[config.mk]
export PLATFORM = sky130hd
export DESIGN_NAME = instr_fetch_stage
export DESIGN_NICKNAME = d
export VERILOG_FILES = /design/src/rtl/instr_fetch_stage.sv
export SDC_FILE = /design/constraint.sdc
export NUM_CORES = 1
export LEC_CHECK = 0
export CAP_MARGIN = 20
export CORE_MARGIN = 3
export CORE_UTILIZATION = 63
export DETAILED_ROUTE_END_ITERATION = 8
export DONT_BUFFER_PORTS = 1
export GPL_ROUTABILITY_DRIVEN = 0
export MAX_ROUTING_LAYER = met4
export PLACE_DENSITY = 0.77
export SYNTH_ARGS = -nofsm -noshare
export SYNTH_HDL_FRONTEND = slang
export SYNTH_SLANG_ARGS = --single-unit
[constraint.sdc]
create_clock -name clk -period 9.32 [get_ports clk]
set_input_delay 1.864 -clock clk [delete_from_list [all_inputs] [get_ports clk]]
set_output_delay 1.864 -clock clk [all_outputs]
set_load 0.01 [all_outputs]
[src/rtl/instr_fetch_stage.sv]
// Fetch stage: issues PC-ordered requests to a 1-cycle instruction memory, buffers responses
// in a small circular FIFO and hands {instr, pc} to decode over a valid/ready handshake.
module instr_fetch_stage #(
  parameter int unsigned     XLEN     = 32,
  parameter logic [XLEN-1:0] RESET_PC = '0,
  parameter int unsigned     DEPTH    = 2
) (
  input  logic            clk,
  input  logic            rst,
  output logic            imem_req,
  output logic [XLEN-1:0] imem_addr,
  input  logic            imem_rvalid,
  input  logic [31:0]     imem_rdata,
  input  logic            branch_taken,
  input  logic [XLEN-1:0] branch_target,
  input  logic            dec_ready,
  output logic            valid_d,
  output logic [31:0]     InstrD,
  output logic [XLEN-1:0] PCD,
  output logic [XLEN-1:0] PCPlus4D,
  output logic [6:0]      Op,
  output logic [2:0]      funct3,
  output logic [6:0]      funct7
);

  localparam int unsigned     PtrW     = $clog2(DEPTH);
  localparam int unsigned     CntW     = PtrW + 1;
  localparam logic [CntW-1:0] CntFull  = CntW'(DEPTH);
  localparam logic [CntW:0]   OccLimit = (CntW + 1)'(DEPTH);

  logic [XLEN-1:0] pc_q, pc_d;
  logic            inflight_q, inflight_d;
  logic [XLEN-1:0] inflight_pc_q, inflight_pc_d;
  logic [PtrW-1:0] rptr_q, rptr_d;
  logic [PtrW-1:0] wptr_q, wptr_d;
  logic [CntW-1:0] count_q, count_d;
  logic            rst_q;

  logic [31:0]     instr_mem [DEPTH];
  logic [XLEN-1:0] pc_mem    [DEPTH];

  logic            pop;
  logic            pop_en;
  logic            push;
  logic [CntW:0]   occupancy;

  // Occupancy counts the in-flight slot so a response always has a free entry to land in.
  always_comb begin
    valid_d   = (count_q != '0);
    pop       = valid_d && dec_ready;
    pop_en    = pop && !branch_taken;
    push      = imem_rvalid && inflight_q && !branch_taken;
    occupancy = {1'b0, count_q} + {{CntW{1'b0}}, inflight_q} - {{CntW{1'b0}}, pop};
    imem_req  = !rst && !rst_q && !branch_taken && (occupancy < OccLimit);
    imem_addr = pc_q;
  end

  always_comb begin
    pc_d          = pc_q;
    inflight_d    = 1'b0;
    inflight_pc_d = inflight_pc_q;
    rptr_d        = rptr_q;
    wptr_d        = wptr_q;
    count_d       = count_q;
    if (branch_taken) begin
      // Redirect flushes the buffer; the response arriving now is stale and never pushed.
      pc_d    = branch_target;
      rptr_d  = '0;
      wptr_d  = '0;
      count_d = '0;
    end else begin
      if (imem_req) begin
        pc_d          = pc_q + XLEN'(4);
        inflight_d    = 1'b1;
        inflight_pc_d = pc_q;
      end
      if (push) begin
        wptr_d = wptr_q + PtrW'(1);
      end
      if (pop_en) begin
        rptr_d = rptr_q + PtrW'(1);
      end
      case ({push, pop_en})
        2'b10:   count_d = count_q + CntW'(1);
        2'b01:   count_d = count_q - CntW'(1);
        default: count_d = count_q;
      endcase
    end
  end

  always_ff @(posedge clk) begin
    if (rst) begin
      pc_q          <= RESET_PC;
      inflight_q    <= 1'b0;
      inflight_pc_q <= RESET_PC;
      rptr_q        <= '0;
      wptr_q        <= '0;
      count_q       <= '0;
      rst_q         <= 1'b1;
    end else begin
      pc_q          <= pc_d;
      inflight_q    <= inflight_d;
      inflight_pc_q <= inflight_pc_d;
      rptr_q        <= rptr_d;
      wptr_q        <= wptr_d;
      count_q       <= count_d;
      rst_q         <= 1'b0;
    end
  end

  // Storage needs no reset: the head is masked to zero while the buffer is empty.
  always_ff @(posedge clk) begin
    if (push && !rst) begin
      instr_mem[wptr_q] <= imem_rdata;
      pc_mem[wptr_q]    <= inflight_pc_q;
    end
  end

  always_comb begin
    InstrD   = valid_d ? instr_mem[rptr_q] : '0;
    PCD      = valid_d ? pc_mem[rptr_q] : '0;
    PCPlus4D = PCD + XLEN'(4);
    Op       = InstrD[6:0];
    funct3   = InstrD[14:12];
    funct7   = InstrD[31:25];
  end

  overflow_a: assert property (@(posedge clk) disable iff (rst) !(push && count_q == CntFull))
    else $error("instr_fetch_stage: push into a full instruction buffer");

endmodule

==> results of run 1 <==
[area by class of cell]
class / count / share of cell area
clock buffers: 19 / 0.0477
repair buffers: 4 / 0.00324
clock inverters: 13 / 0.0104
inverters: 16 / 0.00647
well taps: 176 / 0.0237
multi-input cells: 516 / 0.341
flip-flops and latches: 199 / 0.568
[metal layers]
layer	up-vias	track usage	part of all wire
met1	2753	0.324	0.43
met2	283	0.364	0.47
met3	23	0.0635	0.083
li1	2736	-	-
met5	-	-	0
met4	0	0.0812	0.015
[final timing paths]
check	startpoint	to	cells past startpoint
worst max-delay path	dec_ready	imem_req	8
worst min-delay path	inflight_pc_q[15]	pc_mem[0][15]	0
worst max register to register	count_q[0]	imem_addr[16]	14
worst min register to register	inflight_pc_q[15]	pc_mem[0][15]	0
[sequential cells by signal, summed over array words and instances (netlist names), 2 cells and up, named ones only]
register	count
count_q	2
inflight_pc_q	32
instr_mem	64
pc_mem	64
imem_addr	32
[stage by stage]
| stage | util | cells | setup WS (ns) | hold WS, ns |
|---|---|---|---|---|
| 6_report | 0.687 | 943 | 2.83 | 0.454 |
| 5_1_grt | 0.687 | 943 | 2.65 | 0.480 |
| 4_1_cts | 0.687 | 943 | 2.85 | 0.456 |
| 3_5_place_dp | 0.647 | 911 | 2.87 | 0.444 |
| 3_3_place_gp | 0.647 | 911 | 2.98 | 0.436 |
| 2_1_floorplan | - | 796 | 1.57 | 0.425 |
[critical path, stage by stage]
cell and delay [ns]:
nand2_1 0.12, inv_1 0.08, ha_1 0.28, nand2b_1 0.18
fa_1 0.39, xor2_1 0.15, or4b_4 0.84, inv_2 0.72
[cells by family (layout without fill, tap and decap cells)]
family	after synthesis	count (layout)
AND/OR/NAND/NOR	288	288
buffers and inverters	81	52
XOR/XNOR	33	33
multiplexers	68	68
AO/OA/AOI/OAI	122	122
flip-flops	199	199
adder cells (fa/ha/maj)	5	5
[layout by cell type, fill, tap and decap left out, types with 4 or more instances in the layout]
cell type,instances
inv_1,15
nor3_1,13
xnor2_1,15
o21ai_0,20
dfxtp_1,70
clkinv_4,4
mux2i_1,65
ha_1,4
nand3_1,23
nand4_1,11
nor3_2,4
nand2_1,95
a221oi_1,5
a31oi_1,9
a21oi_1,66
clkbuf_16,17
nor2_1,97
xor2_1,18
nor4_1,6
o211ai_1,4
edfxtp_1,128
and2_1,4
buf_4,4
[where the power goes]
part | internal (uW) | switching [uW]
Combinational | 13.9 | 24.3
Clock | 351 | 310
Sequential | 945 | 22.2
==> results.txt, run 1 <==
Final setup violation count -> 0
average instance area after synthesis -> 11.1 um^2
number of enable-type register cells in the synthesized netlist -> 128
number of routed nets with antenna violations -> 0
Layout fillers -> 931
most instantiated library cell after synthesis -> edfxtp_1
clock net sink count -> 199
post-detailed-route via-to-cell ratio -> 6.15
xor/xnor share of the synthesized area -> 0.0326
LEAKAGE -> 0.00296 uW
final-report max-slew violation count -> 0
CTS HTree Levels -> 4
initial antenna violation count -> 0
overall global routing resource usage -> 0.242
Async SR Flop Fraction -> 0
area share of the largest cell type after synthesis -> 0.434
fin area -> 0.00928 mm^2
Die W -> 125 um
count of inserted antenna diode cells -> 0
Synthesized Nets -> 870
number of maximum-capacitance violations -> 0
number of DRC violations after detailed routing -> 0
CTS tree -> yes
total vias in the final route -> 5,795
Synth Cell Area -> 0.00886 mm^2
post-route total power -> 1670 uW
Power per Cell Area -> 180 mW/mm^2
critical path fanouts, max -> 67
clock-pin slew reported for the worst setup and hold paths after clock tree synthesis -> 0.07 ns
Critical Path End Type -> output pin
later-pin clock latency in the skew report -> 0.42 ns
required time worst endpoint -> 7.46 ns
worst-case vdd ir drop -> 0.126 mV
area added between synthesis and finish -> 4.75%
min-delay worst type -> reg -> reg
number of global-route vias before repair -> 5,368
final worst-path cycle share -> 0.697
worst slew pin tran -> 1.01 ns
share of synthesized area occupied by flip-flops and latches -> 0.594
root buffer cell -> clkbuf_16
fraction of the mapped netlist area in simple logic gates -> 0.157
Worst EP arrival -> 4.63 ns
initial detailed-routing violation count -> 537
I/O pin count -> 216
synth cell count leaders -> 128 x edfxtp_1, 97 x nor2_1, 95 x nand2_1
Syn Inst Count -> 796
drt pass-1 iters -> 5
PostCTS Resize Cnt -> 0
Total Die Area -> 0.0155 mm^2
Final Hold Viols -> 0
Max Freq -> 0.154 GHz
number of warnings printed during yosys synthesis -> 0
fraction of layout instances using a drive strength above 1 -> 0.0782
Initial Util -> 0.656
buffers added on ports -> 0
final-layout setup total negative slack -> 0 ns
unrepaired setup endpoints after global routing -> no
count of standard-cell rows -> 42
dominant cells by area after synthesis -> edfxtp_1 43%, dfxtp_1 16%, mux2i_1 7.3%
post-detail-place hpwl -> 12,600 um
worst slew slack as a fraction of its limit -> 0.323
setup skew after layout -> 0.00971 ns
number of synthesized register bits -> 199
Max Buffers Root-to-Sink -> 2
most area-hungry cell type in the Yosys netlist -> edfxtp_1
crit path kind -> in -> out
area of all sequential standard cells -> 0.00527 mm^2
result of the run -> finished clean
routed wire length -> 18,600 um
detail-routed net length per standard cell -> 19.7 um
register-to-register setup slack -> 4.26 ns
nets@finish -> 828
Final Critical Period -> 6.49 ns
Multi-input gate area -> 0.00316 mm^2
multiplexer area fraction after synthesis -> 0.0773
Netlist cell types -> 58
total congestion overflow after global routing -> 0
synthesized-area fraction occupied by ao, oa, aoi and oai cells -> 0.0804
CP Launch Type -> input pin
Die Height -> 125 um
adder and majority gate portion of the synthesized area -> 0.00791
post-place instance area -> 0.00874 mm^2
Most used DFF post-synth -> edfxtp_1
number of buffers added by the clock tree synthesis step -> 17
global-route wire length before repair -> 29,100 um
CTS Hold Bufs -> 0
Post-CTS Setup Bufs -> 0
main combinational cell family by area after synthesis -> simple AND/OR/NAND/NOR gates
maximum number of pins on one net before global-route repair -> 68
Core ar. -> 0.0135 mm^2
(Power assumes the default switching activity.)
==> inputs of run 2 (changes only) <==
--- a/config.mk
+++ b/config.mk
@@ -7,12 +7,12 @@
 export LEC_CHECK = 0
 export CAP_MARGIN = 20
 export CORE_MARGIN = 3
-export CORE_UTILIZATION = 63
+export CORE_UTILIZATION = 57
 export DETAILED_ROUTE_END_ITERATION = 8
 export DONT_BUFFER_PORTS = 1
 export GPL_ROUTABILITY_DRIVEN = 0
 export MAX_ROUTING_LAYER = met4
-export PLACE_DENSITY = 0.77
+export PLACE_DENSITY = 0.73
 export SYNTH_ARGS = -nofsm -noshare
 export SYNTH_HDL_FRONTEND = slang
 export SYNTH_SLANG_ARGS = --single-unit
==> constraint.sdc (replaced) <==
create_clock -name clk -period 5.49 [get_ports clk]
set_input_delay 1.098 -clock clk [delete_from_list [all_inputs] [get_ports clk]]
set_output_delay 1.098 -clock clk [all_outputs]
set_load 0.01 [all_outputs]
==> run 2 against run 1 <==
Effect of this change: clock skew down 0.0014 ns; critical endpoint is now PCPlus4D[24]; non-clock buffer count is 4 higher; sequential share of layout area decreased by 0.32 points.
==> results.txt, run 2 (synthesized netlist as in run 1, its figures left out) <==
result of the run -> finished clean
Final Hold Viols -> 0 (unchanged)
I/O pin count -> 216 (unchanged)
worst slew pin tran -> 1.05 ns (+0.0371 ns)
fraction of layout instances using a drive strength above 1 -> 0.0843 (+0.00608)
worst slew slack as a fraction of its limit -> 0.298 (-0.0249)
Critical Path End Type -> output pin
count of standard-cell rows -> 44 (+4.8%)
final-layout setup total negative slack -> 0 ns (unchanged)
clock net sink count -> 199 (unchanged)
CP Launch Type -> register
crit path setup slack, layout -> 0.682 ns (-2.15 ns)
drt pass-1 iters -> 5 (unchanged)
Power per Cell Area -> 305 mW/mm^2 (+70%)
required time worst endpoint -> 4.39 ns (-3.07 ns)
area of all sequential standard cells -> 0.00527 mm^2 (unchanged)
critical path fanouts, max -> 29 (-57%)
number of global-route vias before repair -> 5,693 (+6.1%)
total congestion overflow after global routing -> 0 (unchanged)
root buffer cell -> clkbuf_16
Core ar. -> 0.0149 mm^2 (+10%)
nets@finish -> 832 (+0.48%)
post-route total power -> 2840 uW (+71%)
final worst-path cycle share -> 0.876
worst slack after detailed placement -> 1.11 ns (-1.76 ns)
post-detail-place hpwl -> 13,600 um (+8.3%)
area added between synthesis and finish -> 5.34%
CTS tree -> yes
number of routed nets with antenna violations -> 0 (unchanged)
number of maximum-capacitance violations -> 0 (unchanged)
total vias in the final route -> 5,863 (+1.2%)
Final Critical Period -> 4.81 ns
final-report max-slew violation count -> 0 (unchanged)
CTS Hold Bufs -> 0 (unchanged)
routed wire length -> 19,900 um (+6.9%)
clock-pin slew reported for the worst setup and hold paths after clock tree synthesis -> 0.07 ns (about the same)
Initial Util -> 0.596 (-0.0600)
LEAKAGE -> 0.00299 uW (+0.92%)
Post-CTS Setup Bufs -> 0 (unchanged)
PostCTS Resize Cnt -> 0 (unchanged)
post-layout utilization of the core -> 0.628 (-0.0593)
crit path kind -> reg -> out
global-route met1 utilization -> 0.302 (-0.0215)
Multi-input gate area -> 0.00317 mm^2 (+0.40%)
global-route wire length before repair -> 30,100 um (+3.6%)
count of inserted antenna diode cells -> 0 (unchanged)
top library cells by usage in the layout, fill and taps aside -> 128 x edfxtp_1, 97 x nor2_1, 95 x nand2_1
worst-case vdd ir drop -> 0.217 mV (+73%)
setup skew after layout -> 0.00835 ns (-0.00137 ns)
global routing's busiest layer -> met2
met3 usage in global routing -> 0.0618 (-0.00168)
Top Registers -> instr_mem (64), pc_mem (64)
post-detailed-route via-to-cell ratio -> 6.14 (about the same)
number of DRC violations after detailed routing -> 0 (unchanged)
buffers added on ports -> 0 (unchanged)
Max Buffers Root-to-Sink -> 2 (unchanged)
Worst Hold Slack -> 0.461 ns (+0.00699 ns)
unrepaired setup endpoints after global routing -> no
min-delay worst type -> reg -> reg
Worst EP arrival -> 3.71 ns (-0.92 ns)
Die Height -> 131 um (+4.9%)
CTS HTree Levels -> 4 (unchanged)
initial detailed-routing violation count -> 484 (-9.9%)
overall global routing resource usage -> 0.235 (-0.00689)
Max Freq -> 0.208 GHz
Die W -> 131 um (+4.9%)
leading cell type in the layout, fill and taps excluded -> edfxtp_1
number of buffers added by the clock tree synthesis step -> 17 (unchanged)
Layout fillers -> 1,174 (+26%)
Final setup violation count -> 0 (unchanged)
detail-routed net length per standard cell -> 20.8 um (+5.5%)
Total Die Area -> 0.0171 mm^2 (+10%)
maximum number of pins on one net before global-route repair -> 68 (unchanged)
later-pin clock latency in the skew report -> 0.43 ns (about the same)
initial antenna violation count -> 0 (unchanged)
global routing met2 resource utilization -> 0.366 (+0.00207)
==> run 2: cell types whose count changed in the layout (fill, tap and decap cells not counted), sizes merged <==
cell | previous run | this run
clkinvlp | 2 | 3
clkinv | 7 | 6
buf | 4 | 8
==> run 2: final timing paths <==
path	slack, ns	startpoint	endpoint	depth (start not counted)
setup / recovery	0.68	register	PCPlus4D[24]	7
hold / removal	0.46	inflight_pc_q[13]	pc_mem[0][13]	0
setup reg to reg	1.53	count_q[0]	imem_addr[19]	15
hold reg to reg	0.46	inflight_pc_q[13]	pc_mem[0][13]	0
==> run 2: area by class of cell <==
cell class                 count  share of cell area
clock inverter                13              0.0103
tap                          184              0.0247
inverter                      16             0.00644
timing repair buffer           8             0.00644
sequential                   199               0.565
multi-input combinational    516               0.340
clock buffer                  19              0.0475
==> run 2: where the power goes <==
group / total, uW / internal (uW) / switching (uW)
sequential: 1640 / 1600 / 37.5
clock: 1130 / 595 / 538
combinational: 65.9 / 24.4 / 41.6
total: 2840 / 2220 / 617
==> run 2: through the flow <==
step           instance area, um^2  cells
2_1_floorplan                 8870    796
3_3_place_gp                  8790    923
3_5_place_dp                  8790    923
4_1_cts                       9330    955
5_1_grt                       9330    955
6_report                      9330    955
==> run 2: routing by layer <==
metal,wire length [um],vias up
met2,9410,272
met4,320,0
met5,0,-
met1,8270,2819
met3,1850,28
li1,-,2744
==> run 2: critical path, cell delays in order (launching register included) <==
cell and delay, ns:
dfxtp_4 0.59, buf_4 0.44, mux2i_1 0.13, nor2_1 0.45, nand4_1 0.29, or4_1 0.82
nor4_4 0.25, xor2_1 0.28
